## config.mk

```make
export PLATFORM = sky130hd
export DESIGN_NAME = step_scheduler
export DESIGN_NICKNAME = d
export VERILOG_FILES = /design/src/rtl/step_pkg.sv /design/src/rtl/step_timer.sv /design/src/rtl/step_scheduler.sv
export SDC_FILE = /design/constraint.sdc
export NUM_CORES = 1
export LEC_CHECK = 0
export CORE_UTILIZATION = 50
export DETAILED_ROUTE_END_ITERATION = 10
export PLACE_DENSITY = 0.72
export SYNTH_ARGS = -nofsm -noshare
export SYNTH_HDL_FRONTEND = slang
export SYNTH_HIERARCHICAL = 1
export SYNTH_SLANG_ARGS = --single-unit
```

## constraint.sdc

```tcl
create_clock -name clk -period 7.4 [get_ports clk]
set_input_delay 1.48 -clock clk [delete_from_list [all_inputs] [get_ports clk]]
set_output_delay 1.48 -clock clk [all_outputs]
set_load 0.01 [all_outputs]
```

## src/rtl/step_pkg.sv

```systemverilog
// Shared step-generation definitions: scheduler FSM encoding and default driver timing.
// The gearbox follower and the jog generator use the same tick constants.
package step_pkg;

  typedef enum logic [1:0] {
    ST_IDLE      = 2'd0,
    ST_DIR_SETUP = 2'd1,
    ST_PULSE     = 2'd2,
    ST_GAP       = 2'd3
  } step_state_t;

  localparam int PULSE_TICKS_DEF      = 5;
  localparam int DIR_SETUP_TICKS_DEF  = 3;
  localparam int MIN_PERIOD_TICKS_DEF = 16;
  localparam int PEND_BITS_DEF        = 8;

endpackage

```

## src/rtl/step_timer.sv

```systemverilog
// Loadable down counter that stops at zero; done is high while the count is zero.
// A load value of N makes done rise N edges after the load edge.
module step_timer #(
  parameter int W = 5
) (
  input  logic         clk,
  input  logic         rst,
  input  logic         load,
  input  logic [W-1:0] load_val,
  output logic         done
);

  logic [W-1:0] cnt_q;

  always_ff @(posedge clk or posedge rst) begin
    if (rst) begin
      cnt_q <= '0;
    end else if (load) begin
      cnt_q <= load_val;
    end else if (cnt_q != '0) begin
      cnt_q <= cnt_q - W'(1);
    end
  end

  assign done = (cnt_q == '0);

endmodule

```

## src/rtl/step_scheduler.sv

```systemverilog
// Arbitrates two step sources onto one stepper driver, buffering strobes in a signed
// pending counter and replaying them with guaranteed dir setup, pulse width and period.
module step_scheduler
  import step_pkg::*;
#(
  parameter int PULSE_TICKS      = PULSE_TICKS_DEF,
  parameter int DIR_SETUP_TICKS  = DIR_SETUP_TICKS_DEF,
  parameter int MIN_PERIOD_TICKS = MIN_PERIOD_TICKS_DEF,
  parameter int PEND_BITS        = PEND_BITS_DEF
) (
  input  logic                        clk,
  input  logic                        rst,
  input  logic                        enable,
  input  logic                        sel,
  input  logic                        a_step,
  input  logic                        a_dir,
  input  logic                        b_step,
  input  logic                        b_dir,
  input  logic                        clr_overflow,
  output logic                        step_pulse,
  output logic                        dir,
  output logic                        active_sel,
  output logic                        busy,
  output logic                        overflow,
  output logic signed [PEND_BITS-1:0] pending
);

  localparam int TICK_MAX = (MIN_PERIOD_TICKS > DIR_SETUP_TICKS) ?
                            MIN_PERIOD_TICKS : DIR_SETUP_TICKS;
  localparam int TW = $clog2(TICK_MAX + 1);
  localparam int SW = PEND_BITS + 2;

  localparam logic signed [PEND_BITS-1:0] PEND_MAX = {1'b0, {(PEND_BITS-1){1'b1}}};
  localparam logic signed [PEND_BITS-1:0] PEND_MIN = -PEND_MAX;
  localparam logic signed [SW-1:0]        SUM_MAX  = {2'b00, PEND_MAX};
  localparam logic signed [SW-1:0]        SUM_MIN  = -SUM_MAX;
  localparam logic signed [SW-1:0]        ONE      = {{(SW-1){1'b0}}, 1'b1};

  step_state_t state_q, state_d;
  logic signed [PEND_BITS-1:0] pending_q, pending_d;
  logic step_q, step_d, dir_q, dir_d, active_q, ovf_q, ovf_d;
  logic ph_load, ph_done, per_load, per_done, go_pulse;
  logic [TW-1:0] ph_val;
  logic src_step, src_dir, accept, pend_pos, pend_nz, can_go, sat;
  logic signed [SW-1:0] acc_delta, iss_delta, sum;

  function automatic logic sat_hit(input logic signed [SW-1:0] s);
    return (s > SUM_MAX) || (s < SUM_MIN);
  endfunction

  function automatic logic signed [PEND_BITS-1:0] sat_pend(input logic signed [SW-1:0] s);
    if (s > SUM_MAX)      return PEND_MAX;
    else if (s < SUM_MIN) return PEND_MIN;
    else                  return s[PEND_BITS-1:0];
  endfunction

  step_timer #(.W(TW)) u_phase_timer (
    .clk      (clk),
    .rst      (rst),
    .load     (ph_load),
    .load_val (ph_val),
    .done     (ph_done)
  );

  step_timer #(.W(TW)) u_period_timer (
    .clk      (clk),
    .rst      (rst),
    .load     (per_load),
    .load_val (TW'(MIN_PERIOD_TICKS - 1)),
    .done     (per_done)
  );

  assign pend_nz  = (pending_q != '0);
  assign pend_pos = pend_nz && !pending_q[PEND_BITS-1];
  assign can_go   = enable && pend_nz;

  // Sequencing: the next pulse may start straight out of GAP so rises stay exactly one period apart
  always_comb begin
    state_d  = state_q;
    step_d   = step_q;
    dir_d    = dir_q;
    ph_load  = 1'b0;
    ph_val   = '0;
    per_load = 1'b0;
    go_pulse = 1'b0;
    case (state_q)
      ST_IDLE: begin
        if (can_go) begin
          if (pend_pos == dir_q) begin
            go_pulse = 1'b1;
          end else begin
            dir_d   = pend_pos;
            state_d = ST_DIR_SETUP;
            ph_load = 1'b1;
            ph_val  = TW'(DIR_SETUP_TICKS - 1);
          end
        end
      end
      ST_DIR_SETUP: begin
        if (ph_done) begin
          if (can_go && pend_pos == dir_q) go_pulse = 1'b1;
          else                             state_d  = ST_IDLE;
        end
      end
      ST_PULSE: begin
        if (ph_done) begin
          step_d  = 1'b0;
          state_d = ST_GAP;
        end
      end
      ST_GAP: begin
        if (per_done) begin
          if (can_go && pend_pos == dir_q) go_pulse = 1'b1;
          else                             state_d  = ST_IDLE;
        end
      end
      default: state_d = ST_IDLE;
    endcase
    if (go_pulse) begin
      state_d  = ST_PULSE;
      step_d   = 1'b1;
      ph_load  = 1'b1;
      ph_val   = TW'(PULSE_TICKS - 1);
      per_load = 1'b1;
    end
  end

  // Pending update: accepted strobe and issued step combine before saturation
  always_comb begin
    src_step  = active_q ? b_step : a_step;
    src_dir   = active_q ? b_dir  : a_dir;
    accept    = enable && src_step;
    acc_delta = accept ? (src_dir ? ONE : -ONE) : '0;
    iss_delta = go_pulse ? (pend_pos ? -ONE : ONE) : '0;
    sum       = {{2{pending_q[PEND_BITS-1]}}, pending_q} + acc_delta + iss_delta;
    sat       = sat_hit(sum);
    pending_d = enable ? sat_pend(sum) : '0;
    ovf_d     = sat ? 1'b1 : (clr_overflow ? 1'b0 : ovf_q);
  end

  always_ff @(posedge clk or posedge rst) begin
    if (rst) begin
      state_q   <= ST_IDLE;
      step_q    <= 1'b0;
      dir_q     <= 1'b0;
      active_q  <= 1'b0;
      ovf_q     <= 1'b0;
      pending_q <= '0;
    end else begin
      state_q   <= state_d;
      step_q    <= step_d;
      dir_q     <= dir_d;
      ovf_q     <= ovf_d;
      pending_q <= pending_d;
      // Source handover only when nothing is buffered or in flight
      if (state_q == ST_IDLE && !pend_nz) active_q <= sel;
    end
  end

  assign step_pulse = step_q;
  assign dir        = dir_q;
  assign active_sel = active_q;
  assign overflow   = ovf_q;
  assign pending    = pending_q;
  assign busy       = (state_q != ST_IDLE) || pend_nz;

endmodule

```

==> PnR_summary.wiki <==
{| class="wikitable"
! Metric !! Value
|-
| Most common cell after layout, fill and taps aside || sky130_fd_sc_hd__dfrtp_1
|-
| Global-route wire length before repair || 7200 um
|-
| Worst EP arrival || 5.65 ns
|-
| Sort of element at the end of the critical path || flip-flop
|-
| Hold Worst Slack || 0.507 ns
|-
| Max-slew headroom || 61.3%
|-
| Count of nets left with antenna violations after detail routing || 0
|-
| Reg2reg end || pending[4]
|-
| Number of antenna violations at the first check in global routing || 0
|-
| Maximum fanout count along the critical path || 7
|-
| Placed Instance Area || 0.00219 mm^2
|-
| Total detailed-routing wirelength || 4020 um
|-
| Slowest library cell on the worst path || sky130_fd_sc_hd__clkdlybuf4s50_1
|-
| Depth of the worst register-to-register path || 16
|-
| Max cap viols || 0
|-
| Max IR drop VDD || 354 uV
|-
| Top FF cell, synth || sky130_fd_sc_hd__dfrtp_1
|-
| Post-Syn Instances || 197
|-
| Number of register bits inferred by synthesis || 24
|-
| Status || completed
|-
| Vias in the first global route || 1616
|-
| Cell chain of the critical path || clkdlybuf4s50_1 > and3_1 > o21ai_1 > or3b_2 > fa_1 > inv_1 > ha_1 > fa_1 > xnor2_1 > nand4_1 > mux2_2 > o311ai_1 > a221oi_1
|-
| CTS tree || done
|-
| Full die area || 0.00409 mm^2
|-
| Startpoint of the most critical hold path || step_pulse
|-
| Average footprint of a synthesized cell || 9.74 um^2
|-
| Clock power share || 10.1%
|-
| Total internal power || 0.000625 W
|-
| Final number of hold-violating endpoints || 0
|-
| Final antenna diode count || 0
|-
| Worst setup slack before clock tree synthesis || 1.62 ns
|-
| Timing-limited maximum frequency || 181 MHz
|-
| Maximum number of pins on one net before global-route repair || 15
|-
| Power per standard cell area || 516 mW/mm^2
|-
| Category of the worst setup path launch point || primary input
|-
| H-Tree Level Count || 1
|-
| Longest individual stage delay on the worst path || 0.60 ns
|-
| Vias per Instance || 5.71
|-
| Area growth, synth to finish || 17.8%
|-
| CP Data Required Time || 7.52 ns
|-
| Net Sw Power || 0.000542 W
|-
| CTS buffer count || 3
|-
| Nets@finish || 254
|-
| Number of instances on the worst hold path || 2
|-
| Detailed-routing iteration count for the pre-antenna-repair pass || 4
|-
| Gates resized, CTS repair || 0
|-
| Sequential Power Share || 22.5%
|-
| Worst Path Class, Setup || in2reg
|-
| Number of remaining DRC errors || 0
|-
| Leakage power || 1.00 nW
|-
| Post-route setup slack || 1.87 ns
|-
| Core area || 0.00366 mm^2
|-
| Final design instance area without fill || 0.00226 mm^2
|-
| Fin Setup TNS || 0 ns
|-
| Die X || 64.0 um
|-
| Initial detailed-routing violation count || 50
|-
| RSZ-0062 raised after global routing || false
|-
| Switching part of the total || 46.4%
|-
| Total design power || 0.00117 W
|-
| Worst Clk Skew || 0.00361 ns
|-
| Die extent in y || 64.0 um
|-
| Worst R2R Start || u_phase_timer/cnt_q[0]
|-
| Sequential cell area fraction in the yosys report || 31.3%
|-
| Fraction of power consumed by combinational cells || 67.4%
|-
| Number of setup violations in the final report || 0
|-
| Count of flip-flops with a built-in enable after synthesis || 0
|-
| I/O pin count || 22
|-
| # clock sinks || 24
|-
| Grt total ovfl || 0
|-
| Synth Warn # || 6
|-
| Most Frequent Cell on Critical Path || sky130_fd_sc_hd__fa_1
|-
| Worst reg-to-reg setup slack || 2.53 ns
|-
| DP HPWL || 3270 um
|-
| Type of the tightest min-delay check || reg2reg
|-
| Most frequent cells in the layout || sky130_fd_sc_hd__dfrtp_1, sky130_fd_sc_hd__nand2_1, sky130_fd_sc_hd__inv_1, sky130_fd_sc_hd__clkdlybuf4s50_1
|-
| Measured slew at the worst slew-check pin || 0.572 ns
|-
| Number of unique standard cell types used by synthesis || 53
|-
| Global router's overall resource usage || 22.6%
|-
| Ratio of cells with drive above 1 in the final layout || 11.1%
|-
| Insertion delay to the later sink of the worst-skew pair || 0.27 ns
|-
| Final period util || 74.8%
|-
| Post-detailed-route wirelength per cell || 14.7 um
|-
| Effective utilization at floorplan || 52.4%
|-
| Netlist Area Pre-Place || 0.00192 mm^2
|-
| Vias after detailed routing || 1559
|-
| Number of buffers added to fix hold violations after cts || 0
|-
| Setup repair bufs after CTS || 0
|-
| Cell at the root of the clock tree || sky130_fd_sc_hd__clkbuf_8
|-
| Std-Cell Rows || 22
|-
| Hold endpoint || step_pulse
|-
| Number of buffers on the longest clock path || 2
|-
| Number of slew-limit violations in the final report || 0
|-
| Crit path time final || 5.53 ns
|-
| Port buffer count || 21
|-
| Post-synth ARST share || 100%
|-
| GPL Wtd Cong || 0.803
|-
| Clock slew at reported path FFs || 0.09 ns
|}
-- sequential cells by signal, summed over array words and instances, names as in the netlist --
name and flops:
active_sel 1, dir 1, overflow 1, pending 8
state_q 2, step_pulse 1, u_period_timer/cnt_q 5, u_phase_timer/cnt_q 5
-- how the worst max path moves through the flow --
stage,startpoint,end,slack [ns],cells past startpoint
2_1_floorplan,enable,pending[1],2.30,10
3_3_place_gp,enable,pending[1],1.87,13
3_5_place_dp,enable,pending[4],1.62,13
4_1_cts,enable,pending[4],1.91,13
5_1_grt,enable,pending[2],1.60,13
6_report,enable,pending[4],1.87,13
-- stage by stage --
step / utilization (%) / std cells
6_report: 61.8 / 273
5_1_grt: 61.8 / 273
4_1_cts: 61.8 / 273
3_5_place_dp: 59.8 / 269
3_3_place_gp: 59.8 / 269
2_1_floorplan: - / 203
-- routing by layer --
metal  track usage [%]  share of wire, %  up-vias  wire length, um
li1                  -                 -      749                -
met1              25.9                40      766             1600
met2              42.6                56       36             2240
met3              2.86               2.8        8              113
met4              7.39               1.7        0               67
met5                 0                 0        -                0
-- worst max-delay path, delay by kind of cell --
family | cells | cell delay, ns
fa+ha+maj | 3 | 1.19
simple gates | 3 | 0.86
compound gates | 3 | 0.86
buf+inv | 2 | 0.65
xor+xnor | 1 | 0.31
mux | 1 | 0.30
-- power by group through the flow --
stage          clock [W]  combinational [W]  sequential (W)
2_1_floorplan          0           0.000626        0.000261
3_3_place_gp           0           0.000747        0.000261
3_5_place_dp           0           0.000780        0.000265
4_1_cts         0.000118           0.000784        0.000262
5_1_grt         0.000124           0.000877        0.000273
6_report        0.000118           0.000786        0.000263
-- cell type report --
| type | count | area, um^2 |
|---|---|---|
| flip-flops and latches | 24 | 601 |
| repair buffers | 22 | 218 |
| multi-input cells | 154 | 1230 |
| clock inverters | 1 | 30.0 |
| clock buffers | 3 | 41.3 |
| inverters | 21 | 78.8 |
| fillers | 298 | 1400 |
| well taps | 48 | 60.1 |
-- cell usage after synthesis (all sizes together) (5+ instances only) --
cell,instances,share of area [%]
o21ai,16,4.8
a21oi,5,1.7
xnor2,9,4.1
dfrtp,24,31
nand2,22,4.3
nor2,7,1.4
nor2b,6,2.0
inv,21,4.1
mux2,5,2.9
fa,9,9.4
ha,10,6.5
nand3,5,1.3
-- logic make-up (layout without fill, tap and decap cells) --
group                    Yosys count  after routing  share of synthesized area, %
AND/OR/NAND/NOR                   63             63                          18.6
AO/OA/AOI/OAI                     48             48                          20.2
buffers and inverters             25             47                          5.67
flip-flops                        24             24                          31.3
adder cells (fa/ha/maj)           19             19                          15.9
XOR/XNOR                          11             11                          5.02
multiplexers                       5              5                          2.93
other                              2              8                         0.391
(Power assumes the default switching activity.)
